## config.mk

```make
export PLATFORM = sky130hd
export DESIGN_NAME = alu_share_arbiter
export DESIGN_NICKNAME = d
export VERILOG_FILES = /design/src/rtl/alu_pkg.sv /design/src/rtl/rr_arbiter2.sv /design/src/rtl/alu_share_arbiter.sv
export SDC_FILE = /design/constraint.sdc
export NUM_CORES = 1
export LEC_CHECK = 0
export ABC_AREA = 1
export ABC_CLOCK_PERIOD_IN_PS = 4100
export BUFFER_PORTS_ARGS = -buffer_cell sky130_fd_sc_hd__buf_2
export CAP_MARGIN = 15
export CORE_MARGIN = 1
export CORE_UTILIZATION = 36
export CTS_CLUSTER_DIAMETER = 30
export DETAILED_ROUTE_END_ITERATION = 10
export MAX_ROUTING_LAYER = met4
export PLACE_DENSITY_LB_ADDON = 0.2
export SYNTH_ARGS = -nofsm -noshare
export SYNTH_HDL_FRONTEND = slang
export SYNTH_HIERARCHICAL = 1
export SYNTH_SLANG_ARGS = --single-unit
```

## constraint.sdc

```tcl
create_clock -name clk -period 4.1 [get_ports clk]
set_clock_uncertainty 0.1 [all_clocks]
set_input_delay 0.41 -clock clk [delete_from_list [all_inputs] [get_ports clk]]
set_output_delay 0.41 -clock clk [all_outputs]
set_load 0.005 [all_outputs]
```

## src/rtl/alu_pkg.sv

```systemverilog
// ----------------------------------------------------------------------------
// alu_pkg
// Shared definitions for the ALU share arbiter: ALUOP encodings, the
// arbiter FSM state encoding and an opcode legality helper.
// ----------------------------------------------------------------------------
package alu_pkg;

    localparam logic [3:0] ALUOP_ADD = 4'd0;
    localparam logic [3:0] ALUOP_SUB = 4'd1;
    localparam logic [3:0] ALUOP_AND = 4'd2;
    localparam logic [3:0] ALUOP_OR  = 4'd3;
    localparam logic [3:0] ALUOP_XOR = 4'd4;
    localparam logic [3:0] ALUOP_NOR = 4'd5;
    localparam logic [3:0] ALUOP_SLL = 4'd6;
    localparam logic [3:0] ALUOP_SRL = 4'd7;
    localparam logic [3:0] ALUOP_SLT = 4'd8;
    localparam logic [3:0] ALUOP_SGT = 4'd9;
    localparam logic [3:0] ALUOP_MAX = 4'd9;

    typedef enum logic [1:0] {
        IDLE = 2'd0,
        EXEC = 2'd1,
        RESP = 2'd2
    } arb_state_e;

    function automatic logic op_is_legal(input logic [3:0] op);
        return (op <= ALUOP_MAX);
    endfunction

endpackage

```

## src/rtl/rr_arbiter2.sv

```systemverilog
// ----------------------------------------------------------------------------
// rr_arbiter2
// Two-input grant logic. Default build: round-robin, preferring the input
// that did not win last time (last_grant resets to 1 so input 0 wins first).
// With ALU_ARB_FIXED_PRIO_EN defined: input 0 always wins when valid and no
// history is kept.
//
// Ports:
//   clk         - clock, rising edge
//   rst_n       - asynchronous active-low reset
//   req_valid_i - request valid per input
//   update_i    - a grant was accepted this cycle; record it as last winner
//   grant_o     - index of the winning input (meaningful when any valid)
// ----------------------------------------------------------------------------
module rr_arbiter2 (
    input  logic       clk,
    input  logic       rst_n,
    input  logic [1:0] req_valid_i,
    input  logic       update_i,
    output logic       grant_o
);

`ifdef ALU_ARB_FIXED_PRIO_EN

    // History-free: these inputs are intentionally left without a consumer.
    logic unused_inputs;
    assign unused_inputs = ^{clk, rst_n, update_i, req_valid_i[1]};
    assign grant_o       = ~req_valid_i[0];

`else

    logic last_grant_q, last_grant_d;

    always_comb begin
        grant_o = ~last_grant_q;
        case (req_valid_i)
            2'b01:   grant_o = 1'b0;
            2'b10:   grant_o = 1'b1;
            default: grant_o = ~last_grant_q;
        endcase
        last_grant_d = update_i ? grant_o : last_grant_q;
    end

    always_ff @(posedge clk or negedge rst_n) begin
        if (!rst_n) last_grant_q <= 1'b1;
        else        last_grant_q <= last_grant_d;
    end

`endif

endmodule

```

## src/rtl/alu_share_arbiter.sv

```systemverilog
// ----------------------------------------------------------------------------
// alu_share_arbiter
// Shares one external ALU between two requesters. One operation is in flight
// at a time: IDLE (arbitrate/accept) -> EXEC (ALU driven from registers) ->
// RESP (registered result held until the owner accepts it).
// Optional macro ALU_ARB_FIXED_PRIO_EN selects fixed priority (requester 0)
// instead of round-robin; timing and handshakes are unchanged.
//
// Ports:
//   clk, rst_n            - clock / asynchronous active-low reset
//   req_valid/req_ready   - per-requester request handshake
//   req_a, req_b, req_op  - packed operands (bit_width each) and 4-bit opcodes
//   rsp_valid/rsp_ready   - one-hot response handshake to the owner
//   rsp_res/zf/cf/err     - registered result, flags, illegal-opcode flag
//   alu_a, alu_b, alu_op  - registered drive to the external ALU
//   alu_res, alu_zf, alu_cf - external ALU outputs
// ----------------------------------------------------------------------------
module alu_share_arbiter
    import alu_pkg::*;
#(
    parameter int bit_width = 32,
    parameter int NUM_REQ   = 2
) (
    input  logic                         clk,
    input  logic                         rst_n,
    input  logic [NUM_REQ-1:0]           req_valid,
    output logic [NUM_REQ-1:0]           req_ready,
    input  logic [NUM_REQ*bit_width-1:0] req_a,
    input  logic [NUM_REQ*bit_width-1:0] req_b,
    input  logic [NUM_REQ*4-1:0]         req_op,
    output logic [NUM_REQ-1:0]           rsp_valid,
    input  logic [NUM_REQ-1:0]           rsp_ready,
    output logic [bit_width-1:0]         rsp_res,
    output logic                         rsp_zf,
    output logic                         rsp_cf,
    output logic                         rsp_err,
    output logic [bit_width-1:0]         alu_a,
    output logic [bit_width-1:0]         alu_b,
    output logic [3:0]                   alu_op,
    input  logic [bit_width-1:0]         alu_res,
    input  logic                         alu_zf,
    input  logic                         alu_cf
);

    arb_state_e           state_q, state_d;
    logic                 owner_q, owner_d;
    logic                 illegal_q, illegal_d;
    logic [bit_width-1:0] alu_a_q, alu_a_d;
    logic [bit_width-1:0] alu_b_q, alu_b_d;
    logic [3:0]           alu_op_q, alu_op_d;
    logic [bit_width-1:0] rsp_res_q, rsp_res_d;
    logic                 rsp_zf_q, rsp_zf_d;
    logic                 rsp_cf_q, rsp_cf_d;
    logic                 rsp_err_q, rsp_err_d;

    logic                 grant;
    logic                 accept;
    logic [bit_width-1:0] sel_a, sel_b;
    logic [3:0]           sel_op;

    // Arbiter history only advances on an actual accept.
    assign accept = (state_q == IDLE) && req_valid[grant];

    rr_arbiter2 u_arb (
        .clk         (clk),
        .rst_n       (rst_n),
        .req_valid_i (req_valid),
        .update_i    (accept),
        .grant_o     (grant)
    );

    assign sel_a  = grant ? req_a[2*bit_width-1 -: bit_width] : req_a[bit_width-1:0];
    assign sel_b  = grant ? req_b[2*bit_width-1 -: bit_width] : req_b[bit_width-1:0];
    assign sel_op = grant ? req_op[7:4] : req_op[3:0];

    always_comb begin
        state_d   = state_q;
        owner_d   = owner_q;
        illegal_d = illegal_q;
        alu_a_d   = alu_a_q;
        alu_b_d   = alu_b_q;
        alu_op_d  = alu_op_q;
        rsp_res_d = rsp_res_q;
        rsp_zf_d  = rsp_zf_q;
        rsp_cf_d  = rsp_cf_q;
        rsp_err_d = rsp_err_q;
        req_ready = '0;
        rsp_valid = '0;

        case (state_q)
            IDLE: begin
                if (req_valid[grant]) begin
                    req_ready = grant ? 2'b10 : 2'b01;
                    owner_d   = grant;
                    alu_a_d   = sel_a;
                    alu_b_d   = sel_b;
                    illegal_d = !op_is_legal(sel_op);
                    // An illegal opcode never reaches the ALU; it keeps the last legal one.
                    if (op_is_legal(sel_op)) alu_op_d = sel_op;
                    state_d   = EXEC;
                end
            end
            EXEC: begin
                if (illegal_q) begin
                    rsp_res_d = '0;
                    rsp_zf_d  = 1'b1;
                    rsp_cf_d  = 1'b0;
                    rsp_err_d = 1'b1;
                end else begin
                    rsp_res_d = alu_res;
                    rsp_zf_d  = alu_zf;
                    rsp_cf_d  = alu_cf;
                    rsp_err_d = 1'b0;
                end
                state_d = RESP;
            end
            RESP: begin
                rsp_valid = owner_q ? 2'b10 : 2'b01;
                if (rsp_ready[owner_q]) state_d = IDLE;
            end
            default: state_d = IDLE;
        endcase
    end

    always_ff @(posedge clk or negedge rst_n) begin
        if (!rst_n) begin
            state_q   <= IDLE;
            owner_q   <= 1'b0;
            illegal_q <= 1'b0;
            alu_a_q   <= '0;
            alu_b_q   <= '0;
            alu_op_q  <= 4'd0;
            rsp_res_q <= '0;
            rsp_zf_q  <= 1'b1;
            rsp_cf_q  <= 1'b0;
            rsp_err_q <= 1'b0;
        end else begin
            state_q   <= state_d;
            owner_q   <= owner_d;
            illegal_q <= illegal_d;
            alu_a_q   <= alu_a_d;
            alu_b_q   <= alu_b_d;
            alu_op_q  <= alu_op_d;
            rsp_res_q <= rsp_res_d;
            rsp_zf_q  <= rsp_zf_d;
            rsp_cf_q  <= rsp_cf_d;
            rsp_err_q <= rsp_err_d;
        end
    end

    assign alu_a   = alu_a_q;
    assign alu_b   = alu_b_q;
    assign alu_op  = alu_op_q;
    assign rsp_res = rsp_res_q;
    assign rsp_zf  = rsp_zf_q;
    assign rsp_cf  = rsp_cf_q;
    assign rsp_err = rsp_err_q;

endmodule

```

==> results.yml, run 1 <==
sta:
  timing.final.hold_violations: 0
  maxClockFrequency_mhz: 431
  fin_crit_ps: 2320
  max_slew.worst_pin.slew_ps: 834
  rsz0062_at_grt: "no"
  slew-limit-headroom_pct: 44.3
  timing.final.setup_violations: 0
  totalNegativeSetupSlack_ps: 0
  timing.final.max_slew_violations: 0
  fin_crit_sh_pct: 56.5
worst_setup_path:
  worst_ep_required_time_ps: 4230
  crit_path_top_delay_cell: "sky130_fd_sc_hd__buf_4"
  crit_path_end_kind: "flop"
  crit-reg2reg-launch: "u_arb/last_grant_q"
  critical_path.reg2reg.endpoint: "alu_op[2]"
  r2r_setup_slack_ps: 1850
  critPathMaxStageDelay_ps: 510
  timing.critical_path.from_type: "primary input"
  criticalPathCategory: "in2reg"
  reg2regPathDepth: 9
  path_common_cell: "sky130_fd_sc_hd__nand2_1"
  cell_chain_critical_path: "buf_2, inv_1, ha_1, nand2_1, o21a_2, nand2_2, inv_2, nand2_2, nand2_4, buf_4, nand2_1, nand3_1, nand2_1"
  worst_ep_arrival_time_ps: 2440
  crit_fanout: 70
floorplan:
  start_util_pct: 37.1
  width_of_the_die_um: 119
  fp.dieH_um: 119
  io_pins: 283
  die_area_um2: 14200
  fp-row-count: 42
  core_region_area_um2: 13300
cells_and_area:
  nFillCells: 1318
  drive_gt1_share_pct: 48.0
  area_delta_synth_final_pct: 35.8
  fin_nets: 961
  finish.utilization_pct: 50.4
  antenna-diode-count: 0
clocking:
  cts.root.buffer_cell: "sky130_fd_sc_hd__clkbuf_16"
  post-cts-setup-buffers: 0
  h_tree_lvl_count: 3
  tritoncts: "yes"
  cts-resized-gates: 0
  clk_transition_reported_paths_ps: 70
  clk_lat_worst_skew_ps: 330
  clock_sinks: 108
  clock_tree.buffer_depth: 2
  cts_made_buffers: 9
global_route:
  use_met1_pct: 25.5
  grt_pass1_wl_um: 22000
  globalRoute.totalOverflow: 0
  track_usage_pct: 20.2
  antenna_violations_before_repair: 0
  grtUsageMet2_pct: 33.0
  grt_start_max_net_pins: 72
  global_route.usage.met3_pct: 4.45
  grt_pass1_vias: 4441
  layer_carrying_the_most_global_route_usage: "met2"
routing:
  initialDrtViolationCount: 171
  via_count: 4538
  drc: 0
  detail_route.vias_per_cell: 4.70
  postRouteAntennaNets: 0
  drt-pass1-iter-count: 4
  drt-wirelength-per-cell_um: 14.0
  route.final.wire_length_um: 13500
worst_hold_path:
  hold_depth: 2
  holdCritPathClass: "in2reg"
  worst_hold_startpoint: "alu_res[28]"
  whs_endpoint: "rsp_res[28]"
logic_synthesis:
  ys_warn_count: 6
  yosys_register_bits: 108
  postSynthAreaPerCell_um2: 9.51
  postSynth.asyncResetShare_pct: 100
  post_synthesis_instance_total: 519
  ys_types: 22
  synthesis.nets: 696
  synthFlopType: "sky130_fd_sc_hd__dfrtp_1"
  ys_seq_area_share_pct: 54.8
  synth.cell_area_um2: 4930
  edff_count_synth: 0
job:
  max-cap-violations: 0
power:
  power-per-cell-area_nw_per_um2: 669
  power.ir.vdd_worst_uv: 228
  power.leakage_nw: 3.75
  totalPowerFinal_mw: 4.48
place:
  numPortBuffers: 282
  routabilityCongestion: 0.797
  post-dp-hpwl_um: 10300
outcome:
  outcome: "finished, final reports clean"
-- report_power, final --
part / internal (mW) / switching, mW / total, mW
Combinational: 0.844 / 1.01 / 1.85
Clock: 0.430 / 0.371 / 0.801
Sequential: 1.57 / 0.258 / 1.83
Total: 2.84 / 1.64 / 4.48
-- worst max-delay path by stage --
stage	cells after the start	start	slack [ps]	to
after floorplan	12	req_valid[0]	2130	alu_a[17]
after global placement	13	req_valid[0]	1480	alu_op[1]
after detailed placement	13	req_valid[0]	1380	alu_op[2]
after CTS	13	req_valid[0]	1740	alu_op[2]
after global routing	10	req_valid[0]	1560	alu_op[2]
final	13	req_valid[0]	1780	alu_op[2]
-- sequential cells by signal, summed over array words and instances (netlist names) --
register,count
state_q,2
illegal_q,1
alu_op,4
alu_b,32
rsp_cf,1
rsp_res,32
owner_q,1
alu_a,32
rsp_err,1
u_arb/last_grant_q,1
rsp_zf,1
-- repair_timing --
action,in CTS,in global routing
hold endpoints to repair,29,0
hold buffers,1,0
endpoints found under the setup margin,0,0
-- per-stage QoR --
step	hold WS [ps]	setup slack [ps]	cells	cell area (um2)
after global routing	178	1560	965	6700
final	197	1780	965	6700
after global placement	246	1480	948	6410
after CTS	180	1740	965	6700
after detailed placement	252	1380	948	6410
after floorplan	14.4	2130	519	4930
-- cells by family (layout without fill, tap and decap cells) --
family	after synthesis	in the layout	share of synthesized area, %
AO/OA/AOI/OAI	103	103	16.4
adder cells (fa/ha/maj)	1	1	0.254
buffers and inverters	58	328	5.86
flip-flops	108	108	54.8
AND/OR/NAND/NOR	249	249	22.7
-- area by class of cell --
class	count	area, um2	area share [%]
repair buffers	289	1470	21.9
flip-flops and latches	108	2710	40.4
multi-input cells	353	1940	29.0
inverters	23	86.3	1.29
clock inverters	5	37.5	0.560
well taps	176	220	3.29
clock buffers	11	243	3.62
-- Yosys cell counts, types with 2 or more instances --
library cell | instances | share of area, %
sky130_fd_sc_hd__dfrtp_1 | 106 | 54
sky130_fd_sc_hd__o211ai_1 | 64 | 9.7
sky130_fd_sc_hd__o21ai_0 | 3 | 0.30
sky130_fd_sc_hd__buf_6 | 7 | 1.6
sky130_fd_sc_hd__dfstp_2 | 2 | 1.1
sky130_fd_sc_hd__nand2_2 | 2 | 0.25
sky130_fd_sc_hd__inv_1 | 18 | 1.4
sky130_fd_sc_hd__nand2_1 | 166 | 13
sky130_fd_sc_hd__nor2_1 | 7 | 0.53
sky130_fd_sc_hd__inv_2 | 5 | 0.38
sky130_fd_sc_hd__clkbuf_1 | 15 | 1.1
sky130_fd_sc_hd__a22o_1 | 33 | 5.9
sky130_fd_sc_hd__or2_2 | 64 | 8.1
sky130_fd_sc_hd__nand3_1 | 8 | 0.81
sky130_fd_sc_hd__buf_2 | 12 | 1.2
-- layer usage --
layer / routed length, um / vias to the layer above
met5: 0 / -
met3: 909 / 6
met2: 6480 / 195
met4: 93 / 0
li1: - / 2253
met1: 5990 / 2084
-- cells in the final DEF (no fill, tap or decap), types with 2 or more instances in the layout --
| master | Yosys | routed |
|---|---|---|
| sky130_fd_sc_hd__nand2_2 | 2 | 2 |
| sky130_fd_sc_hd__a22o_1 | 33 | 33 |
| sky130_fd_sc_hd__o21ai_0 | 3 | 3 |
| sky130_fd_sc_hd__o211ai_1 | 64 | 64 |
| sky130_fd_sc_hd__dfstp_2 | 2 | 2 |
| sky130_fd_sc_hd__buf_4 | 1 | 7 |
| sky130_fd_sc_hd__clkinv_4 | 0 | 2 |
| sky130_fd_sc_hd__nand2_1 | 166 | 166 |
| sky130_fd_sc_hd__inv_2 | 5 | 5 |
| sky130_fd_sc_hd__or2_2 | 64 | 64 |
| sky130_fd_sc_hd__clkinvlp_4 | 0 | 2 |
| sky130_fd_sc_hd__inv_1 | 18 | 18 |
| sky130_fd_sc_hd__nor2_1 | 7 | 7 |
| sky130_fd_sc_hd__dfrtp_1 | 106 | 106 |
| sky130_fd_sc_hd__buf_2 | 12 | 281 |
| sky130_fd_sc_hd__clkbuf_16 | 0 | 9 |
| sky130_fd_sc_hd__nand3_1 | 8 | 8 |
-- worst max-delay path, delay by kind of cell --
kind            cells  cell delay, ps
buf+inv             4             700
fa+ha+maj           1             320
simple gates        7             720
compound gates      1             260
Note: power is estimated with default switching activity, not from simulation.
==> inputs of run 2 (changes only) <==
--- a/config.mk
+++ b/config.mk
@@ -6,7 +6,7 @@
 export NUM_CORES = 1
 export LEC_CHECK = 0
 export ABC_AREA = 1
-export ABC_CLOCK_PERIOD_IN_PS = 4100
+export ABC_CLOCK_PERIOD_IN_PS = 2100
 export BUFFER_PORTS_ARGS = -buffer_cell sky130_fd_sc_hd__buf_2
 export CAP_MARGIN = 15
 export CORE_MARGIN = 1
==> constraint.sdc (replaced) <==
create_clock -name clk -period 2.1 [get_ports clk]
set_clock_uncertainty 0.1 [all_clocks]
set_input_delay 0.21 -clock clk [delete_from_list [all_inputs] [get_ports clk]]
set_output_delay 0.21 -clock clk [all_outputs]
set_load 0.005 [all_outputs]
==> results.yml, run 2 (synthesized netlist as in run 1, its figures left out) <==
power:
  power.leakage_nw: 4.07
  power-per-cell-area_nw_per_um2: 1230
  power.ir.vdd_worst_uv: 464
cells_and_area:
  drive_gt1_share_pct: 44.9
  layout_commonest_cell: "sky130_fd_sc_hd__buf_2"
  final-instance-count-excl-fill: 1035
  area_delta_synth_final_pct: 51.3
  fin_nets: 1030
  fin_area_um2: 7470
  leading_cell_types_in_the_layout_fill_and_taps_excluded: "sky130_fd_sc_hd__buf_2 (281), sky130_fd_sc_hd__nand2_1 (166), sky130_fd_sc_hd__dfrtp_1 (106), sky130_fd_sc_hd__or2_2 (64), sky130_fd_sc_hd__o211ai_1 (64)"
global_route:
  grt_pass1_wl_um: 23200
  track_usage_pct: 21.4
  grt_start_max_net_pins: 62
  globalRoute.totalOverflow: 0
  antenna_violations_before_repair: 1
  grt_pass1_vias: 4830
floorplan:
  fp.dieH_um: 119
  width_of_the_die_um: 119
  die_area_um2: 14200
  core_region_area_um2: 13300
  fp-row-count: 42
  io_pins: 283
  start_util_pct: 37.1
worst_setup_path:
  crit_path_end_kind: "primary output"
  worst_ep_required_time_ps: 1790
  critPathMaxStageDelay_ps: 530
  timing.critical_path.from_type: "flop"
  criticalPathCategory: "reg2out"
  worst_ep_arrival_time_ps: 1620
  cell_chain_critical_path: "nand2_1, o21a_2, nor2_1, nand2_1, inv_1, buf_2"
  crit_fanout: 10
  path_common_cell: "sky130_fd_sc_hd__nand2_1"
  crit_path_top_delay_cell: "sky130_fd_sc_hd__dfstp_2"
clocking:
  clk_transition_reported_paths_ps: 60
  cts-resized-gates: 0
  tritoncts: "yes"
  clk_lat_worst_skew_ps: 340
  h_tree_lvl_count: 3
  cts_made_buffers: 9
  cts.root.buffer_cell: "sky130_fd_sc_hd__clkbuf_16"
  clock_tree.buffer_depth: 2
  clock_sinks: 108
place:
  post-dp-hpwl_um: 10700
  place_inst: 955
  placed_cell_area_um2: 6530
  numPortBuffers: 282
  routabilityCongestion: 0.833
job:
  max-cap-violations: 0
sta:
  whs_ps: 14.4
  fin_crit_ps: 1930
  max_slew.worst_pin.slew_ps: 563
  timing.final.hold_violations: 0
  fin_crit_sh_pct: 92.0
  slew-limit-headroom_pct: 62.4
  timing.final.max_slew_violations: 0
  totalNegativeSetupSlack_ps: 0
  maxClockFrequency_mhz: 517
  rsz0062_at_grt: "no"
  timing.final.setup_violations: 0
outcome:
  outcome: "finished, final reports clean"
worst_hold_path:
  holdCritPathClass: "in2reg"
routing:
  drt-wirelength-per-cell_um: 14.1
  initialDrtViolationCount: 168
  postRouteAntennaNets: 0
  drc: 0
  via_count: 4859
  drt-pass1-iter-count: 4
  route.final.wire_length_um: 14600
  detail_route.vias_per_cell: 4.69
run 2: changes by cell type in the layout (fill, tap and decap cells not counted), sizes merged:
| cell | delta |
|---|---|
| buf | +7 |
| bufinv | +1 |
| clkbuf | +2 |
| clkinv | -3 |
| diode | +1 |
| dlygate4sd3 | +62 |
run 2: worst max-delay path: cells and delay by family, from the launching register on:
kind,cells,cell delay (ps)
and+or+nand+nor,3,330
DFF,1,530
AOI/OAI and AO/OA,1,180
buffers and inverters,2,230
run 2: routing by layer:
layer | wire length, um | part of all wire, % | vias up | GRT usage [%]
met1 | 6320 | 43 | 2238 | 25.3
li1 | - | - | 2396 | -
met4 | 220 | 1.5 | 0 | 7.59
met5 | 0 | 0 | - | -
met2 | 7200 | 49 | 209 | 36.6
met3 | 848 | 5.8 | 16 | 3.74
run 2: path summary, 6_finish.rpt:
path                                     from                 end  slack, ps  cells after the start
max                        u_arb/last_grant_q        req_ready[0]        170                      6
min                                  req_a[5]            alu_a[5]         10                      3
max reg2reg                u_arb/last_grant_q           alu_a[12]        270                      8
min reg2reg                u_arb/last_grant_q  u_arb/last_grant_q        370                      2
max in group asynchronous               rst_n           alu_a[16]       1060                      3
min in group asynchronous               rst_n         rsp_res[20]        190                      2
run 2: area by class of cell:
class	count	area, um2
diodes	1	2.50
inverters	23	86.3
fillers	1179	5830
repair buffers	358	2200
flip-flops and latches	108	2710
well taps	176	220
clock buffers	13	260
clock inverters	3	45.0
multi-input cells	353	1940
run 2: power breakdown:
part	leakage, nW	total (mW)	switching, mW	internal (mW)
Sequential	1.34	3.59	0.524	3.07
Combinational	2.59	3.89	2.04	1.85
Clock	0.142	1.69	0.699	0.990
Total	4.07	9.17	3.26	5.91
run 2: metrics by stage:
step	utilization [%]	power (mW)	worst slack (ps)
global placement	49.1	7.34	91.8
CTS	56.1	9.29	144
detailed placement	49.1	7.45	35.5
floorplan	-	5.74	333
finish	56.2	9.17	168
global route	56.2	9.88	52.9
run 2: repair_timing:
action | CTS | global route
hold buffers | 63 | 0
buffers inserted | 0 | 0
hold endpoints to repair | 137 | 0
